$ cat src/rtl/ir_pkg.sv
// Shared constants and types for the multi-channel IR receiver register slave.
package ir_pkg;

  localparam logic [23:0] ADDR_INT_STAT  = 24'h000;
  localparam logic [23:0] ADDR_INT_MASK  = 24'h004;
  localparam logic [23:0] ADDR_FIFO_STAT = 24'h008;
  localparam logic [23:0] ADDR_RX_DATA   = 24'h00C;
  localparam logic [23:0] ADDR_RX_TAG    = 24'h010;

  localparam logic [23:0] CH_BASE   = 24'h100;
  localparam int          CH_STRIDE = 32'h20;

  localparam logic [4:0] OFS_CTRL  = 5'h00;
  localparam logic [4:0] OFS_NOISE = 5'h04;
  localparam logic [4:0] OFS_EDGE  = 5'h08;
  localparam logic [4:0] OFS_9MS   = 5'h0C;
  localparam logic [4:0] OFS_4P5   = 5'h10;
  localparam logic [4:0] OFS_1P69  = 5'h14;
  localparam logic [4:0] OFS_2P25  = 5'h18;

  localparam int RXDONE_LSB = 0;
  localparam int CMPERR_LSB = 8;
  localparam int OVF_BIT    = 16;

  localparam logic [7:0]  NOISE_RST   = 8'h05;
  localparam logic [12:0] EDGE_RST    = 13'h1F4;
  localparam logic [17:0] CNT_9MS_RST = 18'h222E0;
  localparam logic [17:0] CNT_4P5_RST = 18'h11170;
  localparam logic [17:0] CNT_1P69_RST = 18'h03A98;
  localparam logic [17:0] CNT_2P25_RST = 18'h084D0;

  localparam int ENTRY_W = 36;

  typedef struct packed {
    logic        rep;
    logic [2:0]  ch;
    logic [31:0] data;
  } rx_entry_t;

  // Base byte address of channel c's register block.
  function automatic logic [23:0] chan_addr(input int c);
    return CH_BASE + 24'(c * CH_STRIDE);
  endfunction

endpackage

$ cat src/rtl/ir_rx_fifo.sv
// Synchronous FIFO; pointers carry one extra wrap bit so full and empty are distinguishable.
module ir_rx_fifo #(
  parameter int WIDTH = 36,
  parameter int DEPTH = 8
) (
  input  logic                     pclk,
  input  logic                     prst,
  input  logic                     push,
  input  logic                     pop,
  input  logic [WIDTH-1:0]         wdata,
  output logic [WIDTH-1:0]         rdata,
  output logic                     full,
  output logic                     empty,
  output logic [$clog2(DEPTH):0]   level
);

  localparam int AW = $clog2(DEPTH);
  localparam logic [AW:0] FULL_LVL = DEPTH[AW:0];
  localparam logic [AW:0] PTR_ONE  = 1;

  logic [WIDTH-1:0] mem [DEPTH];
  logic [AW:0]      wr_ptr, rd_ptr;
  logic             do_push, do_pop;

  assign level   = wr_ptr - rd_ptr;
  assign empty   = (level == '0);
  assign full    = (level == FULL_LVL);
  assign do_pop  = pop & ~empty;
  // A pop in the same cycle frees the head slot, so a push into a full FIFO is still accepted.
  assign do_push = push & (~full | do_pop);
  assign rdata   = mem[rd_ptr[AW-1:0]];

  always_ff @(posedge pclk) begin
    if (prst) begin
      wr_ptr <= '0;
      rd_ptr <= '0;
    end else begin
      if (do_push) wr_ptr <= wr_ptr + PTR_ONE;
      if (do_pop)  rd_ptr <= rd_ptr + PTR_ONE;
    end
  end

  always_ff @(posedge pclk) begin
    if (do_push) mem[wr_ptr[AW-1:0]] <= wdata;
  end

endmodule

$ cat src/rtl/apbreg_ir_mc.sv
// APB register slave for CH IR decoder channels: per-channel config, sticky W1C status,
// masked irq and a shared receive FIFO of channel-tagged frames.
module apbreg_ir_mc
  import ir_pkg::*;
#(
  parameter int CH         = 2,
  parameter int FIFO_DEPTH = 8
) (
  input  logic              pclk,
  input  logic              prst,
  input  logic              psel,
  input  logic              penable,
  input  logic              pwrite,
  input  logic [23:0]       paddr,
  input  logic [31:0]       pwdata,
  output logic [31:0]       prdata,
  output logic              pready,
  output logic              pslverr,
  input  logic [CH-1:0]     ir_int,
  input  logic [CH-1:0]     ir_cmp_err,
  input  logic [CH-1:0]     ir_repeat,
  input  logic [32*CH-1:0]  ir_data,
  output logic              irq,
  output logic [CH-1:0]     rf_data_cmp_en,
  output logic [CH-1:0]     rf_addr_cmp_en,
  output logic [CH-1:0]     rf_ir_phase,
  output logic [CH-1:0]     rf_cmp_clr,
  output logic [CH-1:0]     rf_int_clr,
  output logic [8*CH-1:0]   rf_niose_th,
  output logic [13*CH-1:0]  rf_edge_th,
  output logic [18*CH-1:0]  rf_9ms_cnt,
  output logic [18*CH-1:0]  rf_4p5_cnt,
  output logic [18*CH-1:0]  rf_1p69_cnt,
  output logic [18*CH-1:0]  rf_2p25_cnt
);

  localparam int LVL_W = $clog2(FIFO_DEPTH) + 1;

  logic [23:0]      addr;
  logic [4:0]       ch_off;
  logic [CH-1:0]    chan_hit;
  logic             wr_en, rd_setup, rd_access, mapped;
  logic             stat_wr, mask_wr;
  logic [31:0]      rd_val;
  logic [CH-1:0]    rx_done, cmp_err, mask_rx, mask_cmp;
  logic             fifo_ovf, mask_ovf, ovf_set;
  logic [CH-1:0]    w1c_rx, w1c_cmp;
  logic [31:0]      int_stat_vec, int_mask_vec, fifo_stat_vec, rx_tag_vec;
  logic [CH-1:0]    pending, push_sel, hold_rep;
  logic [31:0]      hold_data [CH];
  rx_entry_t        push_entry, head;
  logic             push, pop, fifo_full, fifo_empty, found;
  logic [LVL_W-1:0] fifo_level;
  logic             tag_rep;
  logic [2:0]       tag_ch;
  logic             unused_bits;

  assign addr        = paddr & 24'hFFFFFC;
  assign ch_off      = addr[4:0];
  assign unused_bits = ^pwdata[31:18];

  assign wr_en     = psel & penable & pwrite;
  assign rd_setup  = psel & ~penable & ~pwrite;
  assign rd_access = psel & penable & ~pwrite;
  assign stat_wr   = wr_en && (addr == ADDR_INT_STAT);
  assign mask_wr   = wr_en && (addr == ADDR_INT_MASK);
  assign pop       = rd_access && (addr == ADDR_RX_DATA);

  assign pready  = 1'b1;
  assign pslverr = psel & penable & ~mapped;

  always_comb begin
    chan_hit = '0;
    for (int c = 0; c < CH; c++)
      chan_hit[c] = ((addr & 24'hFFFFE0) == chan_addr(c)) && (ch_off <= OFS_2P25);
  end

  always_comb begin
    int_stat_vec = '0;
    int_stat_vec[RXDONE_LSB +: CH] = rx_done;
    int_stat_vec[CMPERR_LSB +: CH] = cmp_err;
    int_stat_vec[OVF_BIT]          = fifo_ovf;
    int_mask_vec = '0;
    int_mask_vec[RXDONE_LSB +: CH] = mask_rx;
    int_mask_vec[CMPERR_LSB +: CH] = mask_cmp;
    int_mask_vec[OVF_BIT]          = mask_ovf;
    fifo_stat_vec = '0;
    fifo_stat_vec[LVL_W-1:0] = fifo_level;
    fifo_stat_vec[8]         = fifo_empty;
    fifo_stat_vec[9]         = fifo_full;
    rx_tag_vec = '0;
    rx_tag_vec[2:0] = tag_ch;
    rx_tag_vec[8]   = tag_rep;
  end

  always_comb begin
    rd_val = '0;
    mapped = 1'b1;
    case (addr)
      ADDR_INT_STAT:  rd_val = int_stat_vec;
      ADDR_INT_MASK:  rd_val = int_mask_vec;
      ADDR_FIFO_STAT: rd_val = fifo_stat_vec;
      ADDR_RX_DATA:   rd_val = fifo_empty ? 32'h0 : head.data;
      ADDR_RX_TAG:    rd_val = rx_tag_vec;
      default:        mapped = |chan_hit;
    endcase
    for (int c = 0; c < CH; c++) begin
      if (chan_hit[c]) begin
        case (ch_off)
          OFS_CTRL:  rd_val = {29'b0, rf_data_cmp_en[c], rf_addr_cmp_en[c], rf_ir_phase[c]};
          OFS_NOISE: rd_val = {24'b0, rf_niose_th[8*c +: 8]};
          OFS_EDGE:  rd_val = {19'b0, rf_edge_th[13*c +: 13]};
          OFS_9MS:   rd_val = {14'b0, rf_9ms_cnt[18*c +: 18]};
          OFS_4P5:   rd_val = {14'b0, rf_4p5_cnt[18*c +: 18]};
          OFS_1P69:  rd_val = {14'b0, rf_1p69_cnt[18*c +: 18]};
          OFS_2P25:  rd_val = {14'b0, rf_2p25_cnt[18*c +: 18]};
          default:   ;
        endcase
      end
    end
  end

  always_ff @(posedge pclk) begin
    if (prst)          prdata <= '0;
    else if (rd_setup) prdata <= rd_val;
  end

  always_ff @(posedge pclk) begin
    if (prst) begin
      rf_ir_phase    <= '1;
      rf_addr_cmp_en <= '0;
      rf_data_cmp_en <= '0;
      rf_niose_th    <= {CH{NOISE_RST}};
      rf_edge_th     <= {CH{EDGE_RST}};
      rf_9ms_cnt     <= {CH{CNT_9MS_RST}};
      rf_4p5_cnt     <= {CH{CNT_4P5_RST}};
      rf_1p69_cnt    <= {CH{CNT_1P69_RST}};
      rf_2p25_cnt    <= {CH{CNT_2P25_RST}};
    end else if (wr_en) begin
      for (int c = 0; c < CH; c++) begin
        if (chan_hit[c]) begin
          case (ch_off)
            OFS_CTRL: begin
              rf_ir_phase[c]    <= pwdata[0];
              rf_addr_cmp_en[c] <= pwdata[1];
              rf_data_cmp_en[c] <= pwdata[2];
            end
            OFS_NOISE: rf_niose_th[8*c +: 8]  <= pwdata[7:0];
            OFS_EDGE:  rf_edge_th[13*c +: 13] <= pwdata[12:0];
            OFS_9MS:   rf_9ms_cnt[18*c +: 18]  <= pwdata[17:0];
            OFS_4P5:   rf_4p5_cnt[18*c +: 18]  <= pwdata[17:0];
            OFS_1P69:  rf_1p69_cnt[18*c +: 18] <= pwdata[17:0];
            OFS_2P25:  rf_2p25_cnt[18*c +: 18] <= pwdata[17:0];
            default:   ;
          endcase
        end
      end
    end
  end

  assign w1c_rx  = stat_wr ? pwdata[RXDONE_LSB +: CH] : '0;
  assign w1c_cmp = stat_wr ? pwdata[CMPERR_LSB +: CH] : '0;
  assign ovf_set = push & fifo_full & ~(pop & ~fifo_empty);

  // Hardware sets are OR-ed in after the W1C mask so a coincident set wins over the clear.
  always_ff @(posedge pclk) begin
    if (prst) begin
      rx_done    <= '0;
      cmp_err    <= '0;
      fifo_ovf   <= 1'b0;
      rf_int_clr <= '0;
      rf_cmp_clr <= '0;
      mask_rx    <= '0;
      mask_cmp   <= '0;
      mask_ovf   <= 1'b0;
      irq        <= 1'b0;
    end else begin
      rx_done    <= (rx_done & ~w1c_rx) | ir_int;
      cmp_err    <= (cmp_err & ~w1c_cmp) | ir_cmp_err;
      fifo_ovf   <= (fifo_ovf & ~(stat_wr & pwdata[OVF_BIT])) | ovf_set;
      rf_int_clr <= w1c_rx;
      rf_cmp_clr <= w1c_cmp;
      if (mask_wr) begin
        mask_rx  <= pwdata[RXDONE_LSB +: CH];
        mask_cmp <= pwdata[CMPERR_LSB +: CH];
        mask_ovf <= pwdata[OVF_BIT];
      end
      irq <= |(int_stat_vec & int_mask_vec);
    end
  end

  always_comb begin
    push_sel   = '0;
    push_entry = '0;
    found      = 1'b0;
    for (int c = 0; c < CH; c++) begin
      if (pending[c] && !found) begin
        found           = 1'b1;
        push_sel[c]     = 1'b1;
        push_entry.rep  = hold_rep[c];
        push_entry.ch   = 3'(c);
        push_entry.data = hold_data[c];
      end
    end
  end

  assign push = |pending;

  // A new frame on the channel being pushed keeps it pending with the newer data.
  always_ff @(posedge pclk) begin
    if (prst) pending <= '0;
    else      pending <= ir_int | (pending & ~push_sel);
  end

  always_ff @(posedge pclk) begin
    for (int c = 0; c < CH; c++) begin
      if (ir_int[c]) begin
        hold_data[c] <= ir_data[32*c +: 32];
        hold_rep[c]  <= ir_repeat[c];
      end
    end
  end

  always_ff @(posedge pclk) begin
    if (prst) begin
      tag_rep <= 1'b0;
      tag_ch  <= '0;
    end else if (pop && !fifo_empty) begin
      tag_rep <= head.rep;
      tag_ch  <= head.ch;
    end
  end

  ir_rx_fifo #(
    .WIDTH(ENTRY_W),
    .DEPTH(FIFO_DEPTH)
  ) u_fifo (
    .pclk  (pclk),
    .prst  (prst),
    .push  (push),
    .pop   (pop),
    .wdata (push_entry),
    .rdata (head),
    .full  (fifo_full),
    .empty (fifo_empty),
    .level (fifo_level)
  );

endmodule

$ cat config.mk
export PLATFORM = sky130hd
export DESIGN_NAME = apbreg_ir_mc
export DESIGN_NICKNAME = d
export VERILOG_FILES = /design/src/rtl/ir_pkg.sv /design/src/rtl/ir_rx_fifo.sv /design/src/rtl/apbreg_ir_mc.sv
export SDC_FILE = /design/constraint.sdc
export NUM_CORES = 1
export LEC_CHECK = 0
export CAP_MARGIN = 5
export CORE_MARGIN = 2
export CORE_UTILIZATION = 54
export DETAILED_ROUTE_END_ITERATION = 16
export PLACE_DENSITY = 0.8
export SETUP_SLACK_MARGIN = 0.05
export SLEW_MARGIN = 20
export SYNTH_ARGS = -nofsm -noshare
export SYNTH_HDL_FRONTEND = slang
export SYNTH_SLANG_ARGS = --single-unit
$ cat constraint.sdc
create_clock -name pclk -period 8.25 [get_ports pclk]
set_input_delay 2.0625 -clock pclk [delete_from_list [all_inputs] [get_ports pclk]]
set_output_delay 2.0625 -clock pclk [all_outputs]
set_load 0.02 [all_outputs]
==> results.md <==
- Syn_area_per_cell: 12.3 µm²
- Post-DP HPWL: 47.7 mm
- WHS Path Cells: 2
- Hold buffers post-CTS: 0
- Crit Path Max Fanout: 11
- Placed cell count: 2775
- Clk_skew: 0.0276 ns
- Inserted Clock Buffers: 57
- Internal Power: 4.94 mW
- YS warnings: 0
- Max-slew violations: 0
- Cells after Synth: 1953
- Final-report hold violation count: 0
- Worst EP required: 6.19 ns
- Clk_lat worst skew: 0.62 ns
- Most frequent cells in the layout: 356 x nand2_1, 338 x edfxtp_1, 338 x clkdlybuf4s50_1
- Worst Path Arrival: 4.76 ns
- Fin nets: 2379
- IO Pins: 362
- Post_cts resized: 0
- Max IR drop VDD: 0.204 mV
- TritonCTS clock tree: built
- IO buf count: 344
- Comb power frac: 0.063
- Slew headroom: 0.143
- Setup tns final: 0 ns
- Netlist cell types: 76
- Clock power share: 0.423
- Non-filler cells, final: 2883
- Final worst slack: 1.42 ns
- CP Class: in2out
- P&R area growth vs syn: 24.3%
- Worst Hold Class: reg2reg
- Tmin final: 6.83 ns
- Min-delay src: prdata[21]
- Most common cell after layout, fill and taps aside: nand2_1
- Initial Util: 0.545
- Ys async rst share: 0
- Chip Height: 215 µm
- Lkg Pwr: 10.0 nW
- Routed vias/inst: 6.27
- Worst Setup End Kind: output port
- Die width: 215 µm
- Worst-margin pin slew: 1.28 ns
- Fin crit share: 0.827
- Detailed Routing Iterations Pass 1: 8
- Sw frac: 0.220
- Global route overflow: 0
- Final wirelength: 72.9 mm
- Die area: 46200 µm²
- 1st-iter DRT viols: 2369
- CP Launch Type: primary input
- Post-CTS setup buffer count: 0
- Sw power: 1.39 mW
- Mapped Area: 24000 µm²
- Global-route wire length before repair: 108 mm
- Final GP Congestion: 0.947
- Reg-to-Reg Start: u_fifo.wr_ptr[0]
- R2R cell count: 10
- Status: completed
- Power density cells: 212 nW/µm²
- Vias: 18100
- Post-synth EDFFs: 338
- Drt wl/cell: 25.3 µm
- Num rows: 77
- Vias in the first global route: 17400
- Final setup fails: 0
- Post-route ant nets: 0
- H-Tree Depth: 2
- Clk root buf: clkbuf_16
- Part of the power in registers: 0.513
- Final Power: 6.33 mW
- RSZ-0062 raised after global routing: false
- Hold worst-path end: prdata[21]
- # Max-Cap Violations: 0
- Max Buffers Root-to-Sink: 3
- Largest net degree at the start of global routing: 101
- Placement Setup Slack: 1.46 ns
- Ratio of cells with drive above 1 in the final layout: 0.122
- R2r endpoint: u_fifo.mem[2][17]
- Clk slew on worst S/H paths: 0.06 ns
- Register area share after synthesis: 0.634
- Initial antenna violation count: 0
- GRT Resource Usage Total: 0.309
- Syn Nets: 2090
- Seq cells post-synth: 592
- Reg2Reg Setup Slack: 4.84 ns
- Drc violations: 0
- Max Clock Freq: 0.146 GHz
- Core area: 44000 µm²
- Clk sinks: 592
- Ys flop type: edfxtp_1
- Antenna cell count: 0
==> per-layer routing <==
layer | part of all wire | vias to the layer above | track usage
li1 | - | 7796 | -
met1 | 0.36 | 8723 | 0.396
met2 | 0.46 | 1280 | 0.492
met3 | 0.11 | 283 | 0.0718
met4 | 0.059 | 0 | 0.161
met5 | 0 | - | 0
==> layout make-up <==
cell class                 count  area, µm²
multi-input combinational   1198       8180
fill                        3085      14200
sequential                   592      15200
clock buffer                  73       1580
timing repair buffer         383       3710
inverter                      10       37.5
clock inverter                35        350
tap                          592        741
==> power by group through the flow <==
| stage | logic (mW) | registers (mW) | clock network (mW) |
|---|---|---|---|
| 2_1_floorplan | 0.213 | 3.31 | 0 |
| 3_3_place_gp | 0.380 | 3.31 | 0 |
| 3_5_place_dp | 0.391 | 3.31 | 0 |
| 4_1_cts | 0.394 | 3.25 | 2.71 |
| 5_1_grt | 0.422 | 3.26 | 2.82 |
| 6_report | 0.401 | 3.25 | 2.68 |
==> metrics by stage <==
step | hold WS [ns] | util | area [µm²]
CTS | 0.456 | 0.677 | 29800
finish | 0.456 | 0.678 | 29800
global route | 0.483 | 0.678 | 29800
floorplan | 0.466 | - | 24000
detailed placement | 0.447 | 0.634 | 27900
global placement | 0.442 | 0.634 | 27900
==> state kept, by name (all words and copies together), names as in the netlist, 16 cells and up, named ones only <==
register     cells
u_fifo.mem     272
hold_data       64
rf_1p69_cnt     36
rf_2p25_cnt     36
rf_4p5_cnt      36
rf_9ms_cnt      36
prdata          32
rf_edge_th      26
rf_niose_th     16
==> how the worst max path moves through the flow <==
stage / start / endpoint / cells past startpoint
6_report: paddr[11] / pslverr / 6
3_5_place_dp: paddr[11] / pslverr / 6
5_1_grt: paddr[11] / pslverr / 6
3_3_place_gp: paddr[11] / pslverr / 6
4_1_cts: paddr[11] / pslverr / 6
2_1_floorplan: paddr[7] / u_fifo.mem[2][0] / 5
==> cell families after synthesis <==
group / after synthesis / synth area share
buf+inv: 163 / 0.0281
simple gates: 629 / 0.121
mux: 193 / 0.112
fa+ha+maj: 6 / 0.00344
xor+xnor: 7 / 0.00255
other cells: 1 / 0.000156
flops: 592 / 0.634
compound gates: 362 / 0.0988
==> worst max-delay path, stage by stage <==
cell and delay [ns]:
clkdlybuf4s50_1 0.45, nor4_4 0.43, nand3_1 0.28, nor2_1 0.65, a211oi_1 0.24, clkdlybuf4s50_1 0.64
==> cells in the mapped netlist (9+ instances only) <==
master | count | area [µm²]
nand2_1 | 356 | 1340
a211oi_1 | 10 | 75.1
mux4_2 | 56 | 1260
buf_2 | 23 | 115
o211ai_1 | 13 | 97.6
nor2b_1 | 15 | 93.8
o21ai_0 | 32 | 160
a22o_1 | 51 | 447
a221oi_1 | 21 | 184
nor3_1 | 16 | 80.1
buf_1 | 18 | 67.6
clkbuf_1 | 106 | 398
a22oi_1 | 25 | 188
dfxtp_1 | 254 | 5080
mux2i_1 | 97 | 971
mux2_2 | 40 | 450
edfxtp_1 | 338 | 10100
nor4_1 | 9 | 56.3
inv_1 | 9 | 33.8
nand3_1 | 83 | 415
a21oi_1 | 156 | 781
nor2_1 | 79 | 297
(Power assumes the default switching activity.)
